<file path="config.mk">
export PLATFORM = sky130hd
export DESIGN_NAME = decoder_fifo
export DESIGN_NICKNAME = d
export VERILOG_FILES = /design/src/rtl/decoder_fifo_pkg.sv /design/src/rtl/sync_fifo_fwft.sv /design/src/rtl/decoder_fifo.sv
export SDC_FILE = /design/constraint.sdc
export NUM_CORES = 2
export LEC_CHECK = 0
export ABC_AREA = 0
export CAP_MARGIN = 40
export CORE_ASPECT_RATIO = 1.4
export CORE_MARGIN = 2
export CORE_UTILIZATION = 63
export DETAILED_ROUTE_END_ITERATION = 6
export DONT_BUFFER_PORTS = 1
export PLACE_DENSITY = 0.76
export REMOVE_ABC_BUFFERS = 1
export SLEW_MARGIN = 20
export SYNTH_ARGS = -nofsm -noshare
export SYNTH_HDL_FRONTEND = slang
export SYNTH_SLANG_ARGS = --single-unit
</file>
<file path="constraint.sdc">
create_clock -name ACLK -period 6.44 [get_ports ACLK]
set_input_delay 1.288 -clock ACLK [delete_from_list [all_inputs] [get_ports ACLK]]
set_output_delay 1.288 -clock ACLK [all_outputs]
set_load 0.005 [all_outputs]
</file>
<file path="src/rtl/decoder_fifo_pkg.sv">
// ============================================================================
// Module      : decoder_fifo_pkg
// Description : Shared defaults and entry layout for the LPC decoder output
//               buffer (decoder_fifo) and its FIFO core (sync_fifo_fwft).
// Macros      : DECODER_FIFO_USER_EN adds a start-of-frame bit to each entry.
// Revision    : 1.0 - initial release
// ============================================================================
`default_nettype none

package decoder_fifo_pkg;

    localparam int DFLT_DEPTH      = 128;
    localparam int DFLT_DATA_WIDTH = 16;
    localparam int DFLT_LAST_WIDTH = 1;
    localparam int DFLT_LANES      = 5;

    localparam int LANE_CNT_W = $clog2(DFLT_LANES);
    localparam int PTR_W      = $clog2(DFLT_DEPTH) + 1;

    // One stored sample. The user bit exists only when the start-of-frame
    // marker is carried through the FIFO.
    typedef struct packed {
`ifdef DECODER_FIFO_USER_EN
        logic                       user;
`endif
        logic [DFLT_LAST_WIDTH-1:0] last;
        logic [DFLT_DATA_WIDTH-1:0] data;
    } entry_t;

endpackage

`default_nettype wire

</file>
<file path="src/rtl/sync_fifo_fwft.sv">
// ============================================================================
// Module      : sync_fifo_fwft
// Description : Generic synchronous first-word-fall-through FIFO core.
//               dout always shows the entry at the read pointer.
// Ports       : ACLK, ARESET_N (async, active low)
//               push/din  - write one entry (ignored while full)
//               pop       - remove head entry (ignored while empty)
//               dout      - head entry (raw storage, undefined while empty)
//               full/empty- occupancy flags
// Revision    : 1.0 - initial release
// ============================================================================
`default_nettype none

module sync_fifo_fwft
    import decoder_fifo_pkg::*;
#(
    parameter int WIDTH = $bits(entry_t),
    parameter int DEPTH = DFLT_DEPTH
) (
    input  logic             ACLK,
    input  logic             ARESET_N,
    input  logic             push,
    input  logic             pop,
    input  logic [WIDTH-1:0] din,
    output logic [WIDTH-1:0] dout,
    output logic             full,
    output logic             empty
);

    localparam int c_aw = $clog2(DEPTH);

    // One extra pointer bit distinguishes full from empty when the
    // address bits coincide; wrap-around is plain binary overflow.
    logic [c_aw:0]    r_wr_ptr;
    logic [c_aw:0]    r_rd_ptr;
    logic [WIDTH-1:0] r_mem [DEPTH];

    logic w_do_push;
    logic w_do_pop;

    assign empty     = (r_wr_ptr == r_rd_ptr);
    assign full      = (r_wr_ptr[c_aw] != r_rd_ptr[c_aw]) &&
                       (r_wr_ptr[c_aw-1:0] == r_rd_ptr[c_aw-1:0]);
    assign w_do_push = push && !full;
    assign w_do_pop  = pop && !empty;

    // Storage is not reset: the pointers alone define which entries are valid.
    always_ff @(posedge ACLK) begin
        if (w_do_push) begin
            r_mem[r_wr_ptr[c_aw-1:0]] <= din;
        end
    end

    always_ff @(posedge ACLK or negedge ARESET_N) begin
        if (!ARESET_N) begin
            r_wr_ptr <= '0;
            r_rd_ptr <= '0;
        end else begin
            if (w_do_push) begin
                r_wr_ptr <= r_wr_ptr + (c_aw+1)'(1);
            end
            if (w_do_pop) begin
                r_rd_ptr <= r_rd_ptr + (c_aw+1)'(1);
            end
        end
    end

    assign dout = r_mem[r_rd_ptr[c_aw-1:0]];

endmodule

`default_nettype wire

</file>
<file path="src/rtl/decoder_fifo.sv">
// ============================================================================
// Module      : decoder_fifo
// Description : Stream-to-word buffer at the LPC decoder output. Accepts
//               AXI4-Stream beats of LANES packed samples, serialises them one
//               sample per cycle into a FWFT FIFO, and tags the final sample of
//               each beat with TLAST.
// Ports       : ACLK, ARESET_N          - clock, async active-low reset
//               TDATA/TVALID/TREADY     - input beat handshake
//               TLAST, TUSER            - end / start of frame markers
//               RD_EN                   - pop request
//               DATA_OUT/LAST_OUT/EMPTY - head entry (zero while empty)
//               USER_OUT                - head start-of-frame bit (macro only)
// Macros      : DECODER_FIFO_USER_EN - store TUSER with lane 0, add USER_OUT.
// Revision    : 1.0 - initial release
// ============================================================================
`default_nettype none

module decoder_fifo
    import decoder_fifo_pkg::*;
#(
    parameter int DEPTH      = DFLT_DEPTH,
    parameter int DATA_WIDTH = DFLT_DATA_WIDTH,
    parameter int LAST_WIDTH = DFLT_LAST_WIDTH,
    parameter int LANES      = DFLT_LANES
) (
    input  logic                        ACLK,
    input  logic                        ARESET_N,
    input  logic [LANES*DATA_WIDTH-1:0] TDATA,
    input  logic                        TVALID,
    output logic                        TREADY,
    input  logic                        TUSER,
    input  logic                        TLAST,
    input  logic                        RD_EN,
    output logic [DATA_WIDTH-1:0]       DATA_OUT,
    output logic [LAST_WIDTH-1:0]       LAST_OUT,
`ifdef DECODER_FIFO_USER_EN
    output logic                        USER_OUT,
`endif
    output logic                        EMPTY
);

    localparam int c_lane_w = (LANES > 1) ? $clog2(LANES) : 1;
`ifdef DECODER_FIFO_USER_EN
    localparam int c_entry_w = 1 + LAST_WIDTH + DATA_WIDTH;
`else
    localparam int c_entry_w = LAST_WIDTH + DATA_WIDTH;
`endif

    // Hold register and serialiser state
    logic [LANES*DATA_WIDTH-1:0] r_hold_data;
    logic                        r_hold_last;
    logic                        r_hold_valid;
    logic [c_lane_w-1:0]         r_lane;
    // Keeps TREADY low until the first edge after reset release
    logic                        r_ready_en;

    logic [DATA_WIDTH-1:0] w_lane_data [LANES];
    logic [DATA_WIDTH-1:0] w_cur_data;
    logic [LAST_WIDTH-1:0] w_cur_last;
    logic                  w_is_last_lane;
    logic                  w_push;
    logic                  w_pop;
    logic                  w_accept;
    logic                  w_full;
    logic                  w_empty;
    logic [c_entry_w-1:0]  w_din;
    logic [c_entry_w-1:0]  w_dout;

    for (genvar g = 0; g < LANES; g++) begin : g_lane
        assign w_lane_data[g] = r_hold_data[g*DATA_WIDTH +: DATA_WIDTH];
    end

    assign w_cur_data     = w_lane_data[r_lane];
    assign w_is_last_lane = (r_lane == c_lane_w'(LANES - 1));
    assign w_cur_last     = w_is_last_lane ? LAST_WIDTH'(r_hold_last) : '0;
    assign w_push         = r_hold_valid && !w_full;
    assign w_pop          = RD_EN && !w_empty;

    // A new beat may land in the same cycle the final lane leaves, so the
    // hold register never idles between back-to-back beats.
    assign TREADY   = r_ready_en && (!r_hold_valid || (w_is_last_lane && w_push));
    assign w_accept = TVALID && TREADY;

`ifdef DECODER_FIFO_USER_EN
    logic r_hold_user;
    logic w_cur_user;

    assign w_cur_user = (r_lane == '0) ? r_hold_user : 1'b0;
    assign w_din      = {w_cur_user, w_cur_last, w_cur_data};

    always_ff @(posedge ACLK or negedge ARESET_N) begin
        if (!ARESET_N) begin
            r_hold_user <= 1'b0;
        end else if (w_accept) begin
            r_hold_user <= TUSER;
        end
    end
`else
    logic w_unused_user;

    assign w_unused_user = TUSER;
    assign w_din         = {w_cur_last, w_cur_data};
`endif

    always_ff @(posedge ACLK or negedge ARESET_N) begin
        if (!ARESET_N) begin
            r_ready_en   <= 1'b0;
            r_hold_valid <= 1'b0;
            r_hold_data  <= '0;
            r_hold_last  <= 1'b0;
            r_lane       <= '0;
        end else begin
            r_ready_en <= 1'b1;
            if (w_accept) begin
                r_hold_data  <= TDATA;
                r_hold_last  <= TLAST;
                r_hold_valid <= 1'b1;
                r_lane       <= '0;
            end else if (w_push) begin
                if (w_is_last_lane) begin
                    r_hold_valid <= 1'b0;
                end else begin
                    r_lane <= r_lane + c_lane_w'(1);
                end
            end
        end
    end

    sync_fifo_fwft #(
        .WIDTH (c_entry_w),
        .DEPTH (DEPTH)
    ) u_fifo (
        .ACLK     (ACLK),
        .ARESET_N (ARESET_N),
        .push     (w_push),
        .pop      (w_pop),
        .din      (w_din),
        .dout     (w_dout),
        .full     (w_full),
        .empty    (w_empty)
    );

    // Outputs read zero whenever nothing is stored, so reset and underflow
    // never expose stale storage contents.
    assign EMPTY    = w_empty;
    assign DATA_OUT = w_empty ? '0 : w_dout[DATA_WIDTH-1:0];
    assign LAST_OUT = w_empty ? '0 : w_dout[DATA_WIDTH +: LAST_WIDTH];
`ifdef DECODER_FIFO_USER_EN
    assign USER_OUT = w_empty ? 1'b0 : w_dout[c_entry_w-1];
`endif

endmodule

`default_nettype wire

</file>
; ---- Yosys cells after proc, flatten, opt, wreduce, memory -nomap -nowiden
; Memories as Yosys holds them, arrays and structs flattened.
; Index checks and enable logic that the tools add are counted.
[totals]
ff_bits = 102
mem_bits_rw = 2176
in_bits = 86
wordCells = 48
memories = 1
[mem_list]
columns = name, words, word_bits, read_ports, rd_clocked_by_memory_dff, wr, line
row1 = u_fifo.r_mem, 128, 17, 1, 0, 1, sync_fifo_fwft.sv:36  ; logic [WIDTH-1:0] r_mem [DEPTH];
[op_classes]
addsub = 3
n_lt_le_gt_ge = 1
eq_ne = 5
n_mux = 14
bitwise = 1
reduce_logical = 16
[ops]
columns = operator, count
row1 = $bmux 16 s3, 1
row2 = $mux 16, 3
row3 = $add 8x1->8 const B, 2
row4 = $mux 3, 3
row5 = $eq 8x8->1, 1
row6 = $logic_and 1x1->1, 8
row7 = $eq 7x7->1, 1
row8 = $mux 1, 7
row9 = $ge 4x4->1 const B, 1
row10 = $not 3->4, 1
row11 = $reduce_and 2->1, 2
row12 = $reduce_bool 2->1, 2
row13 = $add 3x1->3 const B, 1
row14 = $eq 3x3->1 const B, 1
row15 = $logic_not 1->1, 3
row16 = $ne 2x1->1 const B, 1
row17 = $logic_or 1x1->1, 1
row18 = $ne 1x1->1, 1

; ---- Logic depth before layout (Yosys ltp)
[depth]
ltp_word = 10
ltp_mapped = 12
depth_no_buf = 7

; ---- By module
; Synthesis repeated with hierarchy kept, for this count alone.
[hier_totals]
hier_cells = 4328
area_unflattened_um2 = 89450.8
[by_module_without_submodules]
columns = module, instances, cells_each, area_each_um2, seq_area_each_um2
row1 = sync_fifo_fwft, 1, 4011, 85079.1, 65743.1
row2 = decoder_fifo, 1, 317, 4371.7, 2152.1

; ---- Least setup slack after synthesis
; No wires, ideal clock.
[synth_timing]
path_kind = reg-to-reg
from = reg r_lane[2]
to = mem u_fifo.r_mem[0][10] in the netlist's numbering, data pin
setup_time_ns = 0.897
arrival_time_ns = 4.997
slack_ns = 0.546
path_stages_with_launch = 7
n_path_buf = 2
synth_period_minus_slack_ns = 5.894
path_cell_list = dfrtp_1 > buf_1 > buf_1 > mux2i_1 > nor2_1 > a21oi_1 > o22ai_1
[synth_between]
elab_chain_len = 4
[synth_rtl]
columns = element, line
row1 = start: declaration, decoder_fifo.sv:53  ; logic [c_lane_w-1:0] r_lane;
row2 = start signal: assignment, decoder_fifo.sv:123  ; r_lane <= r_lane + c_lane_w'(1);
row3 = $not 3->4 (implied by the code), decoder_fifo.sv:73  ; assign w_cur_data = w_lane_data[r_lane];
row4 = $bmux 16 s3, decoder_fifo.sv:73
row5 = $mux 16 (implied by the code) (2 in series), decoder_fifo.sv:73
row6 = named net u_fifo.din[10], sync_fifo_fwft.sv:24  ; input logic [WIDTH-1:0] din,
row7 = end: declaration, sync_fifo_fwft.sv:36
; The timed path passes the listed nets, and every way through them passes these cells. The select of a mux whose other input is x is not followed.

; ---- Final worst setup path
[layout_timing]
from = reg u_fifo.r_rd_ptr[2]
to = out DATA_OUT[12]
[layout_between]
elab_chain_len = 2
word_cells_on_any_way = 3
cone_classes = 1 x eq/ne / 1 x mux / 1 x memory
[layout_rtl]
columns = element, line
row1 = start: declaration, sync_fifo_fwft.sv:35  ; logic [c_aw:0] r_rd_ptr;
row2 = start signal: assignment, sync_fifo_fwft.sv:63  ; r_rd_ptr <= r_rd_ptr + (c_aw+1)'(1);
row3 = $eq 8x8->1, sync_fifo_fwft.sv:41  ; assign empty = (r_wr_ptr == r_rd_ptr);
row4 = named net EMPTY, decoder_fifo.sv:39  ; output logic EMPTY
row5 = $mux 16, decoder_fifo.sv:146  ; assign DATA_OUT = w_empty ? '0 : w_dout[DATA_WIDTH-1:0];
row6 = end: declaration, decoder_fifo.sv:34  ; output logic [DATA_WIDTH-1:0] DATA_OUT,
; The timed path passes the listed nets, and every way through them passes these cells.

==> out/results.md <==
- port buffer count: 0
- Crit. path cell count: 7
- FP Rows: 162
- Skew-Pair Late Insertion Delay: 840 ps
- grt ovf: 0
- HPWL after DPL: 129000 microns
- worst slew margin relative to its limit: 0.293
- Via Count: 44369
- library cells used by synthesis: 68
- highest-utilization routing layer at the global route stage: met2
- Post-Syn Area per Cell: 21.5 sq um
- sum of routed wire length over all layers: 224000 microns
- number of register bits inferred by synthesis: 2278
- Max Slew Vio Count: 0
- antenna violations before repair: 6
- Die Width: 321 microns
- Worst-path clk slew: 70 ps
- leading cell type in the layout, fill and taps excluded: sky130_fd_sc_hd__edfxtp_1
- result of the run: completed
- post-layout min period: 6140 ps
- cell with the largest stage delay on the worst path: sky130_fd_sc_hd__a311oi_1
- warnings from Yosys: 0
- global routing usage on met3: 0.0679
- die extent in y: 448 microns
- startpoint kind of the worst setup timing path: flop
- Peak VDD IR: 738 uV
- wire length per cell: 35.3 microns
- Post-CTS Setup Inserts: 0
- Max Cap Violations: 0
- RSZ-0062 raised after global routing: false
- cell area after synthesis: 88500 sq um
- total clock sinks: 2278
- layout overhead on the synthesized area: 11.4%
- setup violation total in the final timing report: 0
- total routing resource utilization after global routing: 0.316
- Detailed Routing Iterations Pass 1: 6
- Detailed Route Iter0 Violations: 6504
- floorplan core area: 139000 sq um
- Crit. End Element: output port
- largest net degree at the start of global routing: 129
- count of flip-flops with a built-in enable after synthesis: 2176
- Worst Hold Class: input port to async pin
- Top delay family on crit path: buffers and inverters
- minimum hold slack: 146 ps
- cell types occupying the most area after synthesis: sky130_fd_sc_hd__edfxtp_1, sky130_fd_sc_hd__mux4_2, sky130_fd_sc_hd__dfrtp_1
- Via-to-Cell Ratio: 7.00
- setup_tns: 0 ps
- H-tree depth: 4
- Syn Inst Count: 4109
- crit path kind: flop to output port
- part of the cycle the worst path needs: 0.953
- commonest non-fill, non-tap cells in the layout: sky130_fd_sc_hd__edfxtp_1, sky130_fd_sc_hd__mux4_2, sky130_fd_sc_hd__buf_4
- TritonCTS clock tree: done
- maximum fanout along the worst path: 43
- final-stage net count: 4449
- Static Leak: 32.0 nW
- initial cell density of the core: 0.635
- worst path required time: 5150 ps
- area leader, netlist: sky130_fd_sc_hd__edfxtp_1
- final hold vios: 0
- antenna-violating nets left: 0
- Main synth FF type: sky130_fd_sc_hd__edfxtp_1
- Die Area: 144000 sq um
- share of synthesized area occupied by flip-flops and latches: 0.767
- GRT met1 Usage: 0.401
- critical path's largest stage delay: 1030 ps
- global routing usage on met2: 0.506
- vias in the first global route: 44833
- post-detailed-route DRC marker count: 0
- cells resized by post-CTS repair: 0
- maximum number of buffers from clock root to sink: 3
- ys async rst share: 0.0448
- final weighted congestion in routability-driven placement: 0.912
- crit path buf inv count: 2
- peak clock frequency supported by timing: 163 MHz
- CTS buffer count: 199
- PwrDens: 515 nW/um^2
- share of layout cells above drive strength 1: 0.270
- first-pass GRT wire length: 317000 microns
- Boundary Pins: 105
- data arrival time at the worst-slack endpoint: 4850 ps
- number of cells on the worst reg-to-reg path: 9
- number of buffers added to fix hold violations after cts: 0
- transition time of the tightest slew-check pin: 1060 ps
- clock root cell: sky130_fd_sc_hd__clkbuf_16
- proportion of netlist area held by the largest area contributor: 0.738
- Layout Skew: 36.6 ps
- worst path cell trace: buf_4, xor2_1, nor3_1, nand2_1, or2_2, clkinv_1, a311oi_1
[metrics by stage]
| stage | area (sq um) | setup WS, ps | util | power, mW | std cells |
|---|---|---|---|---|---|
| 3_3_place_gp | 91800 | 1320 | 0.658 | 38.2 | 5922 |
| 4_1_cts | 98500 | 543 | 0.707 | 50.5 | 6324 |
| 2_1_floorplan | 87000 | -20050 | - | 31.7 | 3869 |
| 3_5_place_dp | 92200 | 1500 | 0.661 | 38.9 | 5953 |
| 5_1_grt | 98700 | 343 | 0.707 | 52.1 | 6334 |
| 6_report | 98700 | 301 | 0.707 | 50.8 | 6336 |
[path summary, 6_finish.rpt]
kind | start | end | slack, ps
max | u_fifo.r_rd_ptr[2] | DATA_OUT[12] | 300
min | ARESET_N | r_hold_data[35] | 150
max reg2reg | u_fifo.r_rd_ptr[2] | u_fifo.r_mem[34][13] | 1640
min reg2reg | r_hold_data[8] | r_hold_data[8] | 500
max in group asynchronous | ARESET_N | r_hold_data[46] | 6150
min in group ACLK | r_hold_data[8] | r_hold_data[8] | 500
[logic make-up (layout without fill, tap and decap cells)]
| group | Yosys count | after routing | share of synthesized area |
|---|---|---|---|
| AOI/OAI and AO/OA | 379 | 379 | 0.0305 |
| muxes | 802 | 802 | 0.163 |
| and+or+nand+nor | 375 | 375 | 0.0186 |
| adders and majority gates | 4 | 4 | 0.000565 |
| other | 1 | 4 | 0.0000424 |
| DFF | 2278 | 2278 | 0.767 |
| xor gates and xnor gates | 23 | 23 | 0.00228 |
| buffers and inverters | 247 | 667 | 0.0180 |
[state kept, by name, summed over array words and instances (netlist names)]
name             flops
u_fifo.r_rd_ptr      8
u_fifo.r_mem      2176
r_ready_en           1
u_fifo.r_wr_ptr      8
r_lane               3
r_hold_valid         1
r_hold_data         80
r_hold_last          1
[report_power, final]
group	internal [mW]	switching (mW)
sequential	20.9	0.611
combinational	5.82	11.9
clock	6.35	5.28
total	33.0	17.8
[cells in the mapped netlist (7+ instances only)]
library cell,number
sky130_fd_sc_hd__edfxtp_1,2176
sky130_fd_sc_hd__mux4_2,490
sky130_fd_sc_hd__mux2i_1,214
sky130_fd_sc_hd__nor2_1,183
sky130_fd_sc_hd__dfrtp_1,102
sky130_fd_sc_hd__nand2_1,93
sky130_fd_sc_hd__mux2_2,87
sky130_fd_sc_hd__a22oi_1,85
sky130_fd_sc_hd__clkbuf_1,77
sky130_fd_sc_hd__a21oi_1,74
sky130_fd_sc_hd__buf_2,57
sky130_fd_sc_hd__buf_4,37
sky130_fd_sc_hd__o22ai_1,35
sky130_fd_sc_hd__a221oi_1,32
sky130_fd_sc_hd__buf_6,32
sky130_fd_sc_hd__o21ai_0,31
sky130_fd_sc_hd__a211oi_1,26
sky130_fd_sc_hd__nor3_1,21
sky130_fd_sc_hd__buf_1,20
sky130_fd_sc_hd__o221ai_1,18
sky130_fd_sc_hd__nand3_1,17
sky130_fd_sc_hd__xor2_1,17
sky130_fd_sc_hd__nor2b_1,14
sky130_fd_sc_hd__a22o_1,12
sky130_fd_sc_hd__buf_8,12
sky130_fd_sc_hd__mux4_1,11
sky130_fd_sc_hd__a2111oi_0,10
sky130_fd_sc_hd__nand2b_1,9
sky130_fd_sc_hd__a31oi_1,8
sky130_fd_sc_hd__and3_1,7
sky130_fd_sc_hd__o31ai_1,7
[layer usage]
layer  part of all wire  vias up
met5           0.000045        -
met4              0.073        2
met3               0.11      647
met2               0.49     3066
met1               0.33    22971
li1                   -    17683
[final cells by class]
type                       instances  area (sq um)
tap                             1804          2260
fill                            7921         40800
timing repair buffer             289          2720
antenna                            3          7.51
inverter                           7          27.5
clock inverter                   120          1040
sequential                      2278         67900
clock buffer                     251          5270
multi-input combinational       1584         19400
No activity file was read; power rests on OpenSTA's default activity.
